$ cat src/rtl/shifter_seq_pkg.sv
// shifter_seq_pkg: shared types and helpers for the pattern-shifter sequencer.
//   state_t    : sequencer FSM states (IDLE, RUN, HOLD)
//   CONT_W     : width of the pattern-select index (8 patterns)
//   next_index : computes the next pattern index under the wrap / end /
//                ping-pong rules, plus end-of-sequence and turnaround flags.
package shifter_seq_pkg;

  localparam int unsigned CONT_W = 3;

  typedef logic [CONT_W-1:0] cont_t;

  typedef enum logic [1:0] {
    IDLE = 2'd0,
    RUN  = 2'd1,
    HOLD = 2'd2
  } state_t;

  typedef struct packed {
    cont_t idx;   // next pattern index
    logic  fim;   // one-shot sequence reached its end (index holds)
    logic  flip;  // ping-pong turnaround: direction flag must toggle
  } adv_t;

  // The >= on the forward end recovers when cur has been left above a
  // freshly shrunk ult; the reverse path just walks down until it hits 0.
  function automatic adv_t next_index(input cont_t cur,
                                      input cont_t ult,
                                      input logic  dir,
                                      input logic  loop,
                                      input logic  bounce);
    adv_t r;
    r.idx  = cur;
    r.fim  = 1'b0;
    r.flip = 1'b0;
    if (!dir) begin
      if (cur >= ult) begin
        if (!loop) begin
          r.fim = 1'b1;
        end else if (bounce) begin
          r.idx  = (ult == '0) ? '0 : ult - cont_t'(1);
          r.flip = 1'b1;
        end else begin
          r.idx = '0;
        end
      end else begin
        r.idx = cur + cont_t'(1);
      end
    end else begin
      if (cur == '0) begin
        if (!loop) begin
          r.fim = 1'b1;
        end else if (bounce) begin
          r.idx  = (ult == '0) ? '0 : cont_t'(1);
          r.flip = 1'b1;
        end else begin
          r.idx = ult;
        end
      end else begin
        r.idx = cur - cont_t'(1);
      end
    end
    return r;
  endfunction

endpackage

$ cat src/rtl/shifter_seq_presc.sv
// shifter_seq_presc: rate prescaler for the pattern sequencer.
//   clk     : clock, rising edge
//   rst     : synchronous active-high reset (count -> 0)
//   clr     : synchronous clear (count -> 0)
//   en      : count enable; when tc is high the count wraps to 0 instead
//   periodo : terminal value (cycles per step minus 1)
//   tc      : count >= periodo; >= so a shrinking periodo cannot strand the count
module shifter_seq_presc #(
  parameter int unsigned DIV_W = 16
) (
  input  logic             clk,
  input  logic             rst,
  input  logic             clr,
  input  logic             en,
  input  logic [DIV_W-1:0] periodo,
  output logic             tc
);

  logic [DIV_W-1:0] count;

  assign tc = (count >= periodo);

  always_ff @(posedge clk) begin
    if (rst || clr) begin
      count <= '0;
    end else if (en) begin
      count <= tc ? '0 : count + 1'b1;
    end
  end

endmodule

$ cat src/rtl/shifter_sequencer.sv
// shifter_sequencer: sole driver of the 3-bit pattern select (Contador) of the
// 8-way 16-bit pattern shifter. Steps P1..P8 at a programmable rate with
// run / pause / single-step and one-shot / loop control, forward or reverse.
//   Clock    : system clock, rising edge
//   Reset    : synchronous active-high reset
//   Start    : start from IDLE / resume from HOLD
//   Stop     : pause from RUN / abort from HOLD (highest priority)
//   Step     : single advance in IDLE or HOLD (ignored in RUN)
//   Dir      : 0 = increment, 1 = decrement
//   Loop     : 1 = wrap forever, 0 = one-shot
//   Periodo  : clock cycles per pattern minus 1
//   Ultimo   : index of last pattern used
//   Contador : pattern select (registered)
//   Ativo    : high while in RUN (registered)
//   Tick     : one-cycle pulse with each new Contador value (registered)
//   Fim      : one-cycle pulse when a one-shot sequence completes (registered)
// Optional: define SHIFTER_SEQ_PINGPONG_EN to add input Bounce; with Loop=1 and
// Bounce=1 the sequence reverses at each end instead of wrapping.
module shifter_sequencer
  import shifter_seq_pkg::*;
#(
  parameter int unsigned DIV_W = 16
) (
  input  logic              Clock,
  input  logic              Reset,
  input  logic              Start,
  input  logic              Stop,
  input  logic              Step,
  input  logic              Dir,
  input  logic              Loop,
`ifdef SHIFTER_SEQ_PINGPONG_EN
  input  logic              Bounce,
`endif
  input  logic [DIV_W-1:0]  Periodo,
  input  logic [CONT_W-1:0] Ultimo,
  output logic [CONT_W-1:0] Contador,
  output logic              Ativo,
  output logic              Tick,
  output logic              Fim
);

  state_t state;
  logic   pp_dir;     // internal ping-pong direction flag
  logic   bounce_en;
  logic   eff_dir;
  logic   presc_clr;
  logic   presc_en;
  logic   presc_tc;
  adv_t   adv_run;
  adv_t   adv_step;

`ifdef SHIFTER_SEQ_PINGPONG_EN
  assign bounce_en = Bounce;
`else
  assign bounce_en = 1'b0;
`endif

  // With bouncing active the internal flag owns direction; otherwise Dir is
  // used live so a mid-run change applies at the next advance.
  assign eff_dir = bounce_en ? pp_dir : Dir;

  assign adv_run  = next_index(Contador, Ultimo, eff_dir, Loop, bounce_en);
  assign adv_step = next_index(Contador, Ultimo, eff_dir, 1'b1, bounce_en);

  // Prescaler is held at zero outside RUN/HOLD so every fresh start begins a
  // full period; Stop in RUN suppresses counting so HOLD freezes it exactly.
  assign presc_clr = (state == IDLE) || ((state == HOLD) && Stop);
  assign presc_en  = (state == RUN) && !Stop;

  shifter_seq_presc #(
    .DIV_W (DIV_W)
  ) u_presc (
    .clk     (Clock),
    .rst     (Reset),
    .clr     (presc_clr),
    .en      (presc_en),
    .periodo (Periodo),
    .tc      (presc_tc)
  );

  always_ff @(posedge Clock) begin
    if (Reset) begin
      state    <= IDLE;
      Contador <= '0;
      Ativo    <= 1'b0;
      Tick     <= 1'b0;
      Fim      <= 1'b0;
      pp_dir   <= 1'b0;
    end else begin
      Tick <= 1'b0;
      Fim  <= 1'b0;
      unique case (state)
        IDLE: begin
          if (!Stop) begin
            if (Start) begin
              state    <= RUN;
              Ativo    <= 1'b1;
              Contador <= Dir ? Ultimo : '0;
              pp_dir   <= Dir;
            end else if (Step) begin
              Contador <= adv_step.idx;
              Tick     <= 1'b1;
              if (adv_step.flip) pp_dir <= ~pp_dir;
            end
          end
        end
        RUN: begin
          if (Stop) begin
            state <= HOLD;
            Ativo <= 1'b0;
          end else if (presc_tc) begin
            if (adv_run.fim) begin
              state <= IDLE;
              Ativo <= 1'b0;
              Fim   <= 1'b1;
            end else begin
              Contador <= adv_run.idx;
              Tick     <= 1'b1;
              if (adv_run.flip) pp_dir <= ~pp_dir;
            end
          end
        end
        HOLD: begin
          if (Stop) begin
            state    <= IDLE;
            Contador <= '0;
          end else if (Start) begin
            state <= RUN;
            Ativo <= 1'b1;
          end else if (Step) begin
            Contador <= adv_step.idx;
            Tick     <= 1'b1;
            if (adv_step.flip) pp_dir <= ~pp_dir;
          end
        end
        default: begin
          state <= IDLE;
          Ativo <= 1'b0;
        end
      endcase
    end
  end

endmodule

$ cat config.mk
export PLATFORM = sky130hd
export DESIGN_NAME = shifter_sequencer
export DESIGN_NICKNAME = d
export VERILOG_FILES = /design/src/rtl/shifter_seq_pkg.sv /design/src/rtl/shifter_seq_presc.sv /design/src/rtl/shifter_sequencer.sv
export SDC_FILE = /design/constraint.sdc
export NUM_CORES = 1
export LEC_CHECK = 0
export BUFFER_PORTS_ARGS = -buffer_cell sky130_fd_sc_hd__buf_2
export CORE_ASPECT_RATIO = 1.75
export CORE_UTILIZATION = 45
export CTS_CLUSTER_SIZE = 8
export DETAILED_ROUTE_END_ITERATION = 16
export MAX_ROUTING_LAYER = met4
export PLACE_DENSITY = 0.66
export SETUP_SLACK_MARGIN = 0.5
export SYNTH_ARGS = -nofsm -noshare
export SYNTH_HDL_FRONTEND = slang
export SYNTH_SLANG_ARGS = --single-unit
$ cat constraint.sdc
create_clock -name Clock -period 4.5 [get_ports Clock]
set_input_delay 0.45 -clock Clock [delete_from_list [all_inputs] [get_ports Clock]]
set_output_delay 0.45 -clock Clock [all_outputs]
set_load 0.03 [all_outputs]
==> out/summary.log, run 1 <==
[power_and_ir_drop] Power per Cell Area 247 mW/mm^2
[die] die extent in x 52.3 um
[die] standard cell core area 0.00419 mm^2
[power_and_ir_drop] Overall Power 0.558 mW
[timing] transition at the pin with the smallest max-transition slack 560 ps
[power_and_ir_drop] IR drop worst, VDD 274 uV
[timing] highest attainable clock frequency 0.425 GHz
[drt] vias after detailed routing 1833
[die] Vert. Die Dim 90.1 um
[yosys] count of warnings emitted by yosys 0
[yosys] async set or reset register ratio after synthesis 0
[yosys] Synth Net Count 299
[cells_and_area] Area growth, synth to finish 13.1%
[setup_path] cell type of the slowest stage on the worst timing path sky130_fd_sc_hd__dfxtp_1
[clocking] clock sinks 24
[yosys] most frequent cell after synthesis sky130_fd_sc_hd__inv_1
[clocking] Root Buffer Master sky130_fd_sc_hd__clkbuf_8
[die] die outline area 0.00471 mm^2
[clocking] TritonCTS buffer count 3
[placed_design] routability-driven placement congestion ratio 0.849
[yosys] list of most frequent post-synthesis cells sky130_fd_sc_hd__inv_1 (28), sky130_fd_sc_hd__ha_1 (27), sky130_fd_sc_hd__dfxtp_1 (24), sky130_fd_sc_hd__nor2_1 (24), sky130_fd_sc_hd__nand2_1 (19)
[cells_and_area] Final Instance Area 0.00226 mm^2
[global_routing] grt total ovfl 0
[setup_path] family with the most delay on the worst path compound AO/OA/AOI/OAI gates
[global_routing] number of global-route vias before repair 1816
[yosys] summed instance area of the synthesized netlist 0.00199 mm^2
[setup_path] startpoint-to-endpoint class of the critical path reg2reg
[cells_and_area] fill cell count 434
[placed_design] Buffers on Ports 31
[setup_path] sum of buffers and inverters on the critical path 0
[placed_design] area after detailed placement 0.00218 mm^2
[timing] Setup violations, final 0
[clocking] Hold Buf Count CTS 0
[yosys] count of flip-flops with a built-in enable after synthesis 0
[min_path] class of the worst hold path reg2reg
[drt] drt initial violations 42
[yosys] number of synthesized register bits 24
[setup_path] Data arrival, critical path 2520 ps
[flow_run] count of maximum capacitance violations 0
[power_and_ir_drop] leakage power 1.03 nW
[timing] Period minus WS final 2350 ps
[drt] WL per Instance 13.6 um
[cells_and_area] final net count 329
[global_routing] global-route wire length before repair 7.43 mm
[timing] max-slew headroom at the worst pin 0.626
[clocking] number of resized instances in the post-cts repair step 0
[setup_path] Critical Path Source Type flop
[yosys] mean area per synthesized cell 8.11 um^2
[die] ports placed on the boundary 32
[clocking] clock latency reported for the late side of the worst-skew pair 270 ps
[clocking] CTS tree yes
[timing] Fin. Hold Viols 0
[timing] Final TNS setup 0 ps
[setup_path] critical path endpoint category flop
[global_routing] largest net degree at the start of global routing 17
[timing] number of pins exceeding their max-slew limit in the final report 0
[global_routing] GRT Resource Usage Total 0.206
[yosys] Synth Flop Type sky130_fd_sc_hd__dfxtp_1
[yosys] count of unique library cells instantiated by Yosys 54
[drt] ratio of routed vias to standard cells 5.66
[yosys] number of instances in the synthesized netlist 246
[clocking] total number of H-tree levels 1
[setup_path] biggest cell delay along the critical path 510 ps
[drt] number of nets still failing antenna checks after routing 0
[clocking] post-CTS clock slew at the launch and capture registers of the worst setup and hold paths 80 ps
[setup_path] crit-path cells ha_1 -> a21o_1 -> a31oi_4 -> o311ai_1 -> a311oi_2 -> nor2_1 -> a31o_2
[drt] First-pass DRT Iterations 4
[clocking] number of post-CTS setup repair buffers 0
[timing] setup repair after global routing missed its margin no
[die] starting utilization of the core area 0.476
[cells_and_area] ratio of cells with drive above 1 in the final layout 0.156
[drt] number of remaining DRC errors 0
[setup_path] Crit path required time 4670 ps
[yosys] post-synthesis cell type with the largest combined area sky130_fd_sc_hd__dfxtp_1
[status] result of the run finished, final reports clean
[yosys] Seq/Total Area, Yosys 0.241
[timing] final critical-path share of the clock period 0.522
[yosys] fraction of synthesized cell area taken by the top area cell type 0.241
[cells_and_area] Antenna diodes 0
[clocking] CTS Buffer Depth 2
[setup_path] biggest fanout along the worst timing path 10
[drt] final wirelength 4.39 mm
[global_routing] number of antenna violations at the first check in global routing 0
[placed_design] detailed-placement wirelength estimate 3.49 mm
[die] row count 31
[timing] maximum clock skew at final layout 4.52 ps
[yosys] most area-consuming cells after synthesis sky130_fd_sc_hd__dfxtp_1 (24%), sky130_fd_sc_hd__ha_1 (17%), sky130_fd_sc_hd__inv_1 (5.3%)
==> worst register-to-register path, stage by stage (launching register included) <==
cell	delay, ps
sky130_fd_sc_hd__dfxtp_1	510
sky130_fd_sc_hd__ha_1	340
sky130_fd_sc_hd__a21o_1	220
sky130_fd_sc_hd__a31oi_4	250
sky130_fd_sc_hd__o311ai_1	140
sky130_fd_sc_hd__a311oi_2	410
sky130_fd_sc_hd__nor2_1	120
sky130_fd_sc_hd__a31o_2	250
==> metrics by stage <==
stage | setup WS [ps] | util | hold slack, ps | std cells
finish | 2150 | 0.539 | 487 | 324
global route | 1900 | 0.539 | 529 | 324
CTS | 2150 | 0.539 | 494 | 324
detailed placement | 2050 | 0.522 | 480 | 320
global placement | 2040 | 0.522 | 478 | 320
floorplan | 2200 | - | 458 | 246
==> where the power goes <==
| group | switching [mW] | internal [mW] |
|---|---|---|
| clock | 0.0721 | 0.119 |
| combinational | 0.0850 | 0.0570 |
| sequential | 0.00715 | 0.218 |
| total | 0.164 | 0.394 |
==> flip-flops by register name, summed over array words and instances, names as in the netlist <==
register and flops:
Contador 3, Fim 1, Tick 1, u_presc.count 16, Ativo 1, state 2
==> cells in the final DEF, fill, tap and decap left out, drive strengths merged, types with 4 or more instances in the layout <==
| cell type | instances |
|---|---|
| a21o | 6 |
| a21oi | 11 |
| a31oi | 4 |
| and2 | 5 |
| and4 | 4 |
| buf | 31 |
| dfxtp | 24 |
| ha | 27 |
| inv | 28 |
| nand2 | 19 |
| nand2b | 4 |
| nand3 | 8 |
| nand4 | 5 |
| nor2 | 24 |
| nor2b | 5 |
| o21ai | 10 |
| o221ai | 4 |
| xor2 | 12 |
==> path summary, 6_finish.rpt <==
check | cells past startpoint | from | endpoint | slack [ps]
worst max register to register | 7 | Contador[2] | Contador[2] | 2150
worst max-delay path | 7 | Contador[2] | Contador[2] | 2150
worst min-delay path | 2 | u_presc.count[0] | u_presc.count[0] | 490
worst min register to register | 2 | u_presc.count[0] | u_presc.count[0] | 490
==> cell families after synthesis <==
kind of cell / Yosys count / synth area share
multiplexers: 2 / 0.0107
AO/OA/AOI/OAI: 61 / 0.237
flip-flops: 24 / 0.241
adder cells (fa/ha/maj): 27 / 0.169
XOR/XNOR: 14 / 0.0615
buffers and inverters: 34 / 0.0659
AND/OR/NAND/NOR: 84 / 0.215
==> cell type report <==
cell class              count  area [um^2]  area share
clock buffers               3         41.3      0.0183
clock inverters             1         30.0      0.0133
inverters                  28          105      0.0466
multi-input cells         188         1380       0.613
flip-flops and latches     24          480       0.213
well taps                  49         61.3      0.0272
repair buffers             31          155      0.0688
==> metal layers <==
metal  part of all wire  vias up  GRT usage
met5                  0        -          -
met4             0.0082        0     0.0548
met3              0.028        5     0.0220
met2               0.58       32      0.400
met1               0.38      860      0.199
li1                   -      936          -
Note: power is estimated with default switching activity, not from simulation.
==> inputs of run 2 (changes only) <==
--- a/config.mk
+++ b/config.mk
@@ -5,6 +5,7 @@
 export SDC_FILE = /design/constraint.sdc
 export NUM_CORES = 1
 export LEC_CHECK = 0
+export ABC_AREA = 1
 export BUFFER_PORTS_ARGS = -buffer_cell sky130_fd_sc_hd__buf_2
 export CORE_ASPECT_RATIO = 1.75
 export CORE_UTILIZATION = 45
==> constraint.sdc (replaced) <==
create_clock -name Clock -period 2.2 [get_ports Clock]
set_input_delay 0.22 -clock Clock [delete_from_list [all_inputs] [get_ports Clock]]
set_output_delay 0.22 -clock Clock [all_outputs]
set_load 0.03 [all_outputs]
==> out/summary.log, run 2 <==
[clocking] post-CTS clock slew at the launch and capture registers of the worst setup and hold paths 90 ps
[yosys] count of warnings emitted by yosys 0
[drt] First-pass DRT Iterations 4
[yosys] number of synthesized register bits 24
[cells_and_area] combined flip-flop and latch cell area 508 um^2
[timing] setup repair after global routing missed its margin yes
[die] standard cell core area 0.00440 mm^2
[clocking] clock sinks 24
[yosys] fraction of synthesized cell area taken by the top area cell type 0.231
[cells_and_area] commonest cells after routing, fill and taps aside sky130_fd_sc_hd__nand2_1 (72), sky130_fd_sc_hd__inv_1 (56), sky130_fd_sc_hd__nor2_1 (32)
[timing] highest attainable clock frequency 0.573 GHz
[cells_and_area] ratio of cells with drive above 1 in the final layout 0.323
[timing] number of pins exceeding their max-slew limit in the final report 0
[drt] number of remaining DRC errors 0
[timing] Setup violations, final 0
[drt] vias after detailed routing 2141
[drt] final wirelength 5.11 mm
[setup_path] end of the critical path u_presc.count[12]
[clocking] clock latency reported for the late side of the worst-skew pair 270 ps
[global_routing] grt total ovfl 0
[global_routing] number of antenna violations at the first check in global routing 0
[clocking] Root Buffer Master sky130_fd_sc_hd__clkbuf_8
[yosys] Synth Net Count 377
[setup_path] cell type of the slowest stage on the worst timing path sky130_fd_sc_hd__dfxtp_1
[power_and_ir_drop] net switching share of the total power 0.464
[min_path] class of the worst hold path in2reg
[global_routing] GRT Resource Usage Total 0.217
[power_and_ir_drop] leakage power 1.35 nW
[timing] max-slew headroom at the worst pin 0.767
[clocking] total number of H-tree levels 1
[global_routing] global-route wire length before repair 7.85 mm
[clocking] Hold Buf Count CTS 0
[die] row count 32
[yosys] async set or reset register ratio after synthesis 0
[cells_and_area] Area growth, synth to finish 30.5%
[yosys] count of flip-flops with a built-in enable after synthesis 0
[yosys] most frequent cell after synthesis sky130_fd_sc_hd__nand2_1
[setup_path] Data arrival, critical path 1940 ps
[setup_path] RR Startpoint u_presc.count[15]
[placed_design] detailed-placement wirelength estimate 3.77 mm
[yosys] count of unique library cells instantiated by Yosys 27
[power_and_ir_drop] internal power 1.14 mW
[clocking] CTS tree yes
[power_and_ir_drop] NetSw 0.984 mW
[power_and_ir_drop] clock network fraction of total power 0.127
[drt] drt initial violations 42
[yosys] post-synthesis cell type with the largest combined area sky130_fd_sc_hd__dfxtp_1
[timing] Fin. Hold Viols 0
[drt] number of nets still failing antenna checks after routing 0
[power_and_ir_drop] Overall Power 2.12 mW
[cells_and_area] fill cell count 444
[clocking] CTS Buffer Depth 2
[setup_path] depth of the worst register-to-register path 9
[cells_and_area] area used by multi-input combinational logic 0.00159 mm^2
[die] die outline area 0.00490 mm^2
[flow_run] count of maximum capacitance violations 0
[setup_path] biggest cell delay along the critical path 390 ps
[setup_path] r2r setup slk 450 ps
[timing] final critical-path share of the clock period 0.794
[timing] transition at the pin with the smallest max-transition slack 350 ps
[status] result of the run finished, final reports clean
[power_and_ir_drop] power share of the combinational group 0.613
[cells_and_area] max reg flops 16
[min_path] Hold Path Cell Cnt 2
[cells_and_area] Antenna diodes 0
[power_and_ir_drop] Power per Cell Area 782 mW/mm^2
[timing] maximum clock skew at final layout 5.74 ps
[setup_path] reg-to-reg endpoint u_presc.count[12]
[setup_path] biggest fanout along the worst timing path 8
[yosys] list of most frequent post-synthesis cells sky130_fd_sc_hd__nand2_1 (86), sky130_fd_sc_hd__inv_1 (61), sky130_fd_sc_hd__nor2_1 (37)
[drt] WL per Instance 12.1 um
[setup_path] Worst setup startpoint u_presc.count[15]
[cells_and_area] most common cell after layout, fill and taps aside sky130_fd_sc_hd__nand2_1
[die] ports placed on the boundary 32
[die] Vert. Die Dim 91.9 um
[setup_path] crit-path cells ha_4 -> a21oi_1 -> o21ai_0 -> nor2_1 -> nand2_2 -> nand2_1 -> nand2_2 -> buf_6 -> nor3_2
[power_and_ir_drop] proportion of power drawn by flip-flops and latches 0.260
[die] die extent in x 53.4 um
[timing] Period minus WS final 1750 ps
[yosys] summed instance area of the synthesized netlist 0.00208 mm^2
[clocking] TritonCTS buffer count 3
[placed_design] routability-driven placement congestion ratio 0.891
[yosys] Seq/Total Area, Yosys 0.231
[yosys] Synth Flop Type sky130_fd_sc_hd__dfxtp_1
[timing] Final TNS setup 0 ps
[setup_path] Critical Path Source Type flop
[placed_design] Buffers on Ports 31
[setup_path] Crit path required time 2400 ps
[yosys] mean area per synthesized cell 6.41 um^2
[setup_path] most repeated library cell on the critical path sky130_fd_sc_hd__nand2_2
[die] starting utilization of the core area 0.472
[drt] ratio of routed vias to standard cells 5.07
[cells_and_area] final net count 425
[setup_path] startpoint-to-endpoint class of the critical path reg2reg
[cells_and_area] largest reg by FF count u_presc.count
[setup_path] critical path endpoint category flop
[power_and_ir_drop] IR drop worst, VDD 641 uV
[global_routing] number of global-route vias before repair 1983
[global_routing] largest net degree at the start of global routing 14
[yosys] most area-consuming cells after synthesis sky130_fd_sc_hd__dfxtp_1 (23%), sky130_fd_sc_hd__ha_1 (16%), sky130_fd_sc_hd__nand2_1 (16%)
[yosys] number of instances in the synthesized netlist 324
[cells_and_area] leading registers by flop count u_presc.count x16, Contador x3, state x2
-- run 2: cell count changes in the layout (fill, tap and decap cells not counted), sizes merged, moves of 7 or more --
cell   before  now
nand2      19   91
inv        28   62
nand3       8   28
nor2       24   43
buf        31   44
o21ai      10    3
-- run 2: worst max-delay path: cells and delay by family (launching register included) --
family | cells | cell delay, ps
compound gates | 2 | 320
fa+ha+maj | 1 | 230
buf+inv | 1 | 150
flops | 1 | 390
simple gates | 5 | 590
-- run 2: power by group through the flow --
stage	clock, mW	sequential, mW	combinational (mW)
final	0.270	0.552	1.30
after global routing	0.296	0.561	1.43
after CTS	0.281	0.545	1.10
after detailed placement	0	0.550	0.992
after global placement	0	0.549	0.988
after floorplan	0	0.598	0.696
-- run 2: cell families after synthesis --
kind of cell             after synthesis  share of synthesized area
AO/OA/AOI/OAI                         22                     0.0596
XOR/XNOR                               9                     0.0379
adder cells (fa/ha/maj)               27                      0.163
buffers and inverters                 64                      0.117
flip-flops                            24                      0.231
AND/OR/NAND/NOR                      178                      0.392
-- run 2: layout make-up --
type | count | area share
multi-input cells | 236 | 0.587
well taps | 51 | 0.0235
inverters | 63 | 0.0886
repair buffers | 44 | 0.0974
flip-flops and latches | 24 | 0.187
clock buffers | 4 | 0.0166
-- run 2: per-layer routing --
metal,track usage,part of all wire,vias up
met5,-,0,-
met4,0.0833,0.022,0
met3,0.0149,0.024,11
met2,0.419,0.58,45
met1,0.206,0.37,976
li1,-,-,1109
-- run 2: metrics by stage --
stage / instance area (um^2) / util / hold slack (ps) / instances / setup WS (ps)
6_report: 2710 / 0.616 / 120 / 422 / 453
2_1_floorplan: 2090 / - / 298 / 324 / 531
3_3_place_gp: 2320 / 0.527 / 419 / 407 / 384
3_5_place_dp: 2320 / 0.527 / 406 / 407 / 341
4_1_cts: 2480 / 0.564 / 114 / 417 / 501
5_1_grt: 2710 / 0.616 / 106 / 422 / 341
-- run 2: how the worst min path moves through the flow --
stage          start  endpoint  slack [ps]
6_report       Reset       Fim         120
5_1_grt        Reset       Fim         110
4_1_cts        Reset       Fim         110
3_5_place_dp   Reset       Fim         410
3_3_place_gp   Reset       Fim         420
2_1_floorplan  Reset       Fim         300
-- run 2: what timing repair did --
| item | in CTS | in global routing |
|---|---|---|
| pin swaps | 10 | 15 |
| gates resized for setup | 18 | 48 |
| buffers inserted | 6 | 5 |
| endpoints found under the setup margin | 17 | 23 |
